## src/rtl/multi_lane_fifo_pkg.sv

```systemverilog
// Shared types and helpers for the multi-lane FIFO: default payload type,
// modulo pointer increment and mask popcount.
package multi_lane_fifo_pkg;

    typedef logic [31:0] payload_t;

    // Valid only when ptr < depth and inc <= depth, which every caller guarantees.
    function automatic int unsigned wrap_add(
        input int unsigned ptr,
        input int unsigned inc,
        input int unsigned depth
    );
        int unsigned sum;
        sum = ptr + inc;
        if (sum >= depth) begin
            sum = sum - depth;
        end
        return sum;
    endfunction

    function automatic int unsigned popcount(input logic [31:0] mask);
        int unsigned n;
        n = 0;
        for (int i = 0; i < 32; i++) begin
            n = n + 32'(mask[i]);
        end
        return n;
    endfunction

endpackage

```

## src/rtl/multi_lane_fifo_lane_compact.sv

```systemverilog
// Packs the valid enqueue lanes into consecutive slots in ascending lane order
// and reports how many lanes were valid.
module lane_compact
    import multi_lane_fifo_pkg::*;
#(
    parameter int  IN_W = 4,
    parameter type T    = payload_t
)(
    input  logic [IN_W-1:0]            valid_i,
    input  T     [IN_W-1:0]            data_i,
    output T     [IN_W-1:0]            data_o,
    output logic [$clog2(IN_W+1)-1:0]  n_o
);

    localparam int NW = $clog2(IN_W + 1);

    // pos[i] is the slot a valid lane i lands in: the count of valid lanes below it.
    logic [NW-1:0] pos [IN_W];

    for (genvar gi = 0; gi < IN_W; gi++) begin : g_prefix
        assign pos[gi] = NW'(popcount(32'(valid_i & IN_W'((1 << gi) - 1))));
    end

    assign n_o = NW'(popcount(32'(valid_i)));

    always_comb begin
        data_o = '0;
        for (int k = 0; k < IN_W; k++) begin
            for (int i = k; i < IN_W; i++) begin
                if (valid_i[i] && (pos[i] == NW'(k))) begin
                    data_o[k] = data_i[i];
                end
            end
        end
    end

endmodule

```

## src/rtl/multi_lane_fifo.sv

```systemverilog
// In-order FIFO moving up to IN_W entries in and OUT_W entries out per cycle,
// with synchronous flush and a registered, one-cycle-conservative enqueue ready.
module multi_lane_fifo
    import multi_lane_fifo_pkg::*;
#(
    parameter int  DEPTH = 16,
    parameter int  IN_W  = 4,
    parameter int  OUT_W = 4,
    parameter type T     = payload_t,
    parameter int  CNT_W = $clog2(DEPTH + 1)
)(
    input  logic                clk,
    input  logic                rst_n,
    input  logic                flush_i,
    input  logic [IN_W-1:0]     enq_valid_i,
    input  T     [IN_W-1:0]     enq_data_i,
    output logic                enq_ready_o,
    output logic [OUT_W-1:0]    deq_valid_o,
    output T     [OUT_W-1:0]    deq_data_o,
    input  logic [OUT_W-1:0]    deq_ready_i,
    output logic [CNT_W-1:0]    count_o
);

    localparam int PTR_W = (DEPTH > 1) ? $clog2(DEPTH) : 1;
    localparam int NW    = $clog2(IN_W + 1);
    localparam int ND    = $clog2(OUT_W + 1);

    T                 mem_q [DEPTH];
    logic [PTR_W-1:0] wptr_q, wptr_d;
    logic [PTR_W-1:0] rptr_q, rptr_d;
    logic [CNT_W-1:0] count_q, count_d;
    logic             enq_ready_q, enq_ready_d;

    T     [IN_W-1:0]  comp_data;
    logic [NW-1:0]    n_enq_raw;
    logic [NW-1:0]    n_enq;
    logic [ND-1:0]    n_deq;
    logic             deq_stop;

    lane_compact #(
        .IN_W (IN_W),
        .T    (T)
    ) u_compact (
        .valid_i (enq_valid_i),
        .data_i  (enq_data_i),
        .data_o  (comp_data),
        .n_o     (n_enq_raw)
    );

    assign n_enq = enq_ready_q ? n_enq_raw : '0;

    // Reads come straight from registered storage, so a slot freed this cycle can be refilled safely.
    for (genvar gi = 0; gi < OUT_W; gi++) begin : g_read
        assign deq_valid_o[gi] = (count_q > CNT_W'(gi));
        assign deq_data_o[gi]  = mem_q[PTR_W'(wrap_add(32'(rptr_q), 32'(gi), 32'(DEPTH)))];
    end

    always_comb begin
        n_deq    = '0;
        deq_stop = 1'b0;
        for (int j = 0; j < OUT_W; j++) begin
            if (!deq_stop && deq_valid_o[j] && deq_ready_i[j]) begin
                n_deq = n_deq + ND'(1);
            end else begin
                deq_stop = 1'b1;
            end
        end
    end

    always_comb begin
        wptr_d  = PTR_W'(wrap_add(32'(wptr_q), 32'(n_enq), 32'(DEPTH)));
        rptr_d  = PTR_W'(wrap_add(32'(rptr_q), 32'(n_deq), 32'(DEPTH)));
        count_d = count_q + CNT_W'(n_enq) - CNT_W'(n_deq);
        if (flush_i) begin
            wptr_d  = '0;
            rptr_d  = '0;
            count_d = '0;
        end
        enq_ready_d = ((int'(count_d) + IN_W) <= DEPTH);
    end

    always_ff @(posedge clk) begin
        if (!rst_n) begin
            wptr_q      <= '0;
            rptr_q      <= '0;
            count_q     <= '0;
            enq_ready_q <= 1'b0;
        end else begin
            wptr_q      <= wptr_d;
            rptr_q      <= rptr_d;
            count_q     <= count_d;
            enq_ready_q <= enq_ready_d;
        end
    end

    always_ff @(posedge clk) begin
        if (rst_n && !flush_i) begin
            for (int k = 0; k < IN_W; k++) begin
                if (NW'(k) < n_enq) begin
                    mem_q[PTR_W'(wrap_add(32'(wptr_q), 32'(k), 32'(DEPTH)))] <= comp_data[k];
                end
            end
        end
    end

    assign enq_ready_o = enq_ready_q;
    assign count_o     = count_q;

    a_count_bound: assert property (@(posedge clk) disable iff (!rst_n) count_q <= CNT_W'(DEPTH));

endmodule

```

## config.mk

```make
export PLATFORM = sky130hd
export DESIGN_NAME = multi_lane_fifo
export DESIGN_NICKNAME = d
export VERILOG_FILES = /design/src/rtl/multi_lane_fifo_pkg.sv /design/src/rtl/multi_lane_fifo_lane_compact.sv /design/src/rtl/multi_lane_fifo.sv
export SDC_FILE = /design/constraint.sdc
export NUM_CORES = 2
export LEC_CHECK = 0
export CORE_UTILIZATION = 37
export DETAILED_ROUTE_END_ITERATION = 10
export SKIP_LAST_GASP = 1
export SYNTH_ARGS = -nofsm -noshare
export SYNTH_HDL_FRONTEND = slang
export SYNTH_HIERARCHICAL = 1
export SYNTH_SLANG_ARGS = --single-unit
```

## constraint.sdc

```tcl
create_clock -name clk -period 15.7 [get_ports clk]
set_clock_uncertainty 0.2 [all_clocks]
set_input_delay 3.14 -clock clk [delete_from_list [all_inputs] [get_ports clk]]
set_output_delay 3.14 -clock clk [all_outputs]
set_load 0.02 [all_outputs]
```

==> flow_metrics.tcl <==
set metrics [dict create \
    status "completed" \
    min_to "rptr_q[3]$_SDFF_PP0_" \
    r2r_start "wptr_q[1]$_SDFF_PP0_" \
    post_cts_resized 0 \
    synth-seq-cells 526 \
    drtIter0Drc 9368 \
    ant_nets 0 \
    vias_per_cell 7.21 \
    postCtsSetupRepairBufs 0 \
    slew_viol_final 0 \
    rrSetupSlack_ns 10.36 \
    async_flop_share_pct 0 \
    yosys_warnings 6 \
    avgRoutedWirePerCell_microns 35.2 \
    coreArea_sq_mm 0.136 \
    fmax_mhz 104 \
    drive_above_1_share_pct 18.4 \
    setup_viol 0 \
    synth.top_cell.area_share_pct 30.3 \
    place.gp.congestion 0.980 \
    post-dp-hpwl_microns 155000 \
    ir_drop_mv 0.0983 \
    yosysUniqueCellTypes 79 \
    final_util_pct 42.0 \
    clk_pin_slew_ns 0.06 \
    yosysTopAreaCell "edfxtp_1" \
    gr-total-overflow 0 \
    antenna_found_initial 9 \
    die_h_microns 373 \
    hp-start "rptr_q[3]$_SDFF_PP0_" \
    clock_path_buffers 3 \
    cp.required_ns 12.36 \
    worst_pin_slew_ns 1.37 \
    slew_headroom_pct 8.10 \
    rows 135 \
    synth_edf_count 512 \
    clkLatencyLatePin_ns 0.66 \
    syn_inst 5228 \
    maxCapViolations 0 \
    h-tree-depth 2 \
    root_buffer "clkbuf_16" \
    cp_max_fo 60 \
    synth.avg_cell_area_sq_um 9.72 \
    ys_seq_area_share_pct 30.8 \
    ioPinCount 277 \
    period_needed_ns 9.61 \
    min_path_type "flop to flop" \
    final_nets 5263 \
    area_growth_pct 12.4 \
    clock_sinks 526 \
    synthesis.area_sq_mm 0.0508 \
    tns_ns 0 \
    power_mw 5.86 \
    vias 49900 \
    grt_max_degree 145 \
    reg2reg_to "mem_q[8][16]$_DFFE_PP_" \
    hold_viol_final 0 \
    grt_pass1_vias 45600 \
    grt_setup_unrepaired "false" \
    worstHoldPathCells 2 \
    seq_area_sq_mm 0.0157 \
    first_pass_iters 8 \
    grt_pass1_wl_microns 342000 \
    crit_arrival_ns 6.27 \
    critical_path_class "flop to output pin" \
    power.density_mw_per_mm2 103 \
    ys.flop_type "edfxtp_1" \
    cts_hold_buf 0 \
    fin_crit_sh_pct 61.2 \
    grt_usage_pct 34.2 \
    startpoint_type "flop" \
    synthTopCellsByArea "edfxtp_1 30%, mux4_2 21%, nand2_1 6.5%, mux2i_1 5.0%, a211oi_1 4.6%" \
    die_area_sq_mm 0.139 \
    drc 0 \
    cts_buffers 60 \
    reg2reg_depth 7 \
    die_w_microns 373 \
    end_kind "output pin" \
    cts_tree "yes" \
    wl_microns 244000 \
    fill_cells 12900 \
    cellLeakagePower_nw 19.0 \
    synth_nets 5402 \
    initial_core_util_pct 37.4 \
    port_buffers 276 \
    multi_input_area_sq_mm 0.0326 \
]
-- through the flow --
| stage | cells | setup slack (ns) | instance area [sq um] | hold slack [ns] |
|---|---|---|---|---|
| detailed placement | 6808 | 6.44 | 55000 | 0.575 |
| finish | 6925 | 6.09 | 57100 | 0.593 |
| floorplan | 5228 | 7.92 | 50800 | 0.395 |
| CTS | 6920 | 6.16 | 57100 | 0.592 |
| global placement | 6807 | 6.58 | 55000 | 0.573 |
| global route | 6920 | 5.83 | 57100 | 0.624 |
-- worst max path at each step --
stage                    startpoint                 endpoint  slack, ns  cells past startpoint
3_5_place_dp         enq_valid_i[0]  mem_q[12][14]$_DFFE_PP_       6.44                     13
4_1_cts        rptr_q[1]$_SDFF_PP0_          deq_data_o[102]       6.16                      8
3_3_place_gp         enq_valid_i[0]   mem_q[1][17]$_DFFE_PP_       6.58                     11
5_1_grt        rptr_q[1]$_SDFF_PP0_          deq_data_o[102]       5.83                      8
6_report       rptr_q[1]$_SDFF_PP0_          deq_data_o[102]       6.09                      8
2_1_floorplan        enq_valid_i[2]   mem_q[12][0]$_DFFE_PP_       7.92                     17
-- state kept, by name, indices dropped and copies added (netlist names) --
register and flops:
wptr_q 4, mem_q 512, enq_ready_o 1, rptr_q 4, count_o 5
-- critical path: stages, from the launching register on --
cell	delay, ns
dfxtp_4	0.69
inv_2	0.52
ha_4	0.92
buf_4	0.79
buf_4	0.85
mux4_2	0.36
nand2_1	0.06
a31oi_1	0.51
clkdlybuf4s50_1	0.74
-- cell usage after synthesis, types with 29 or more instances --
cell type and instances:
a21oi_1 156, a311oi_1 34, a211oi_1 309, edfxtp_1 512, o21ai_0 240, o2bb2ai_1 31
ha_1 29, nand2_1 885, a21o_1 35, and2_1 200, mux2i_1 254, o21ai_1 54
clkbuf_1 449, o31ai_1 156, nor2b_1 140, nor3_1 46, a221oi_1 32, nor2_1 195
mux4_2 475, a31oi_1 204, o22ai_1 194, mux2_2 65, and3_1 102, buf_2 153
buf_1 63
-- cells by family after synthesis --
family / count (synthesis) / share of synthesized area, %
and+or+nand+nor: 1650 / 15.3
AOI/OAI and AO/OA: 1488 / 19.1
muxes: 795 / 27.5
buffers and inverters: 714 / 5.92
DFF: 526 / 30.8
adders and majority gates: 35 / 0.951
xor gates and xnor gates: 20 / 0.389
-- cell usage in the layout, fill, tap and decap left out, drive strengths merged, types with 194 or more instances in the layout --
cell and instances:
o21ai 294, o22ai 194, nor2 196, mux2i 254, a211oi 309, a31oi 204, clkdlybuf4s50 275, nand2 885
edfxtp 512, and2 204, buf 214, mux4 475
-- layer usage --
metal	share of wire [%]	wire (microns)	track usage [%]	vias to the layer above
met4	6.6	16000	18.2	6
met1	36	87000	45.0	24300
met5	0.066	162	0.804	-
met3	16	39000	11.4	911
met2	42	102000	49.3	4739
li1	-	-	-	19900
-- power breakdown --
part	internal (mW)	switching [mW]
Clock	0.882	0.655
Sequential	1.62	0.0619
Combinational	1.22	1.42
-- layout make-up --
| class | count | area share, % |
|---|---|---|
| multi-input cells | 3988 | 57.2 |
| inverters | 24 | 0.158 |
| well taps | 1781 | 3.90 |
| repair buffers | 489 | 7.69 |
| clock inverters | 39 | 0.798 |
| diodes | 5 | 0.0219 |
| flip-flops and latches | 526 | 27.5 |
| clock buffers | 73 | 2.79 |
Power figures use the tool's default switching activity.
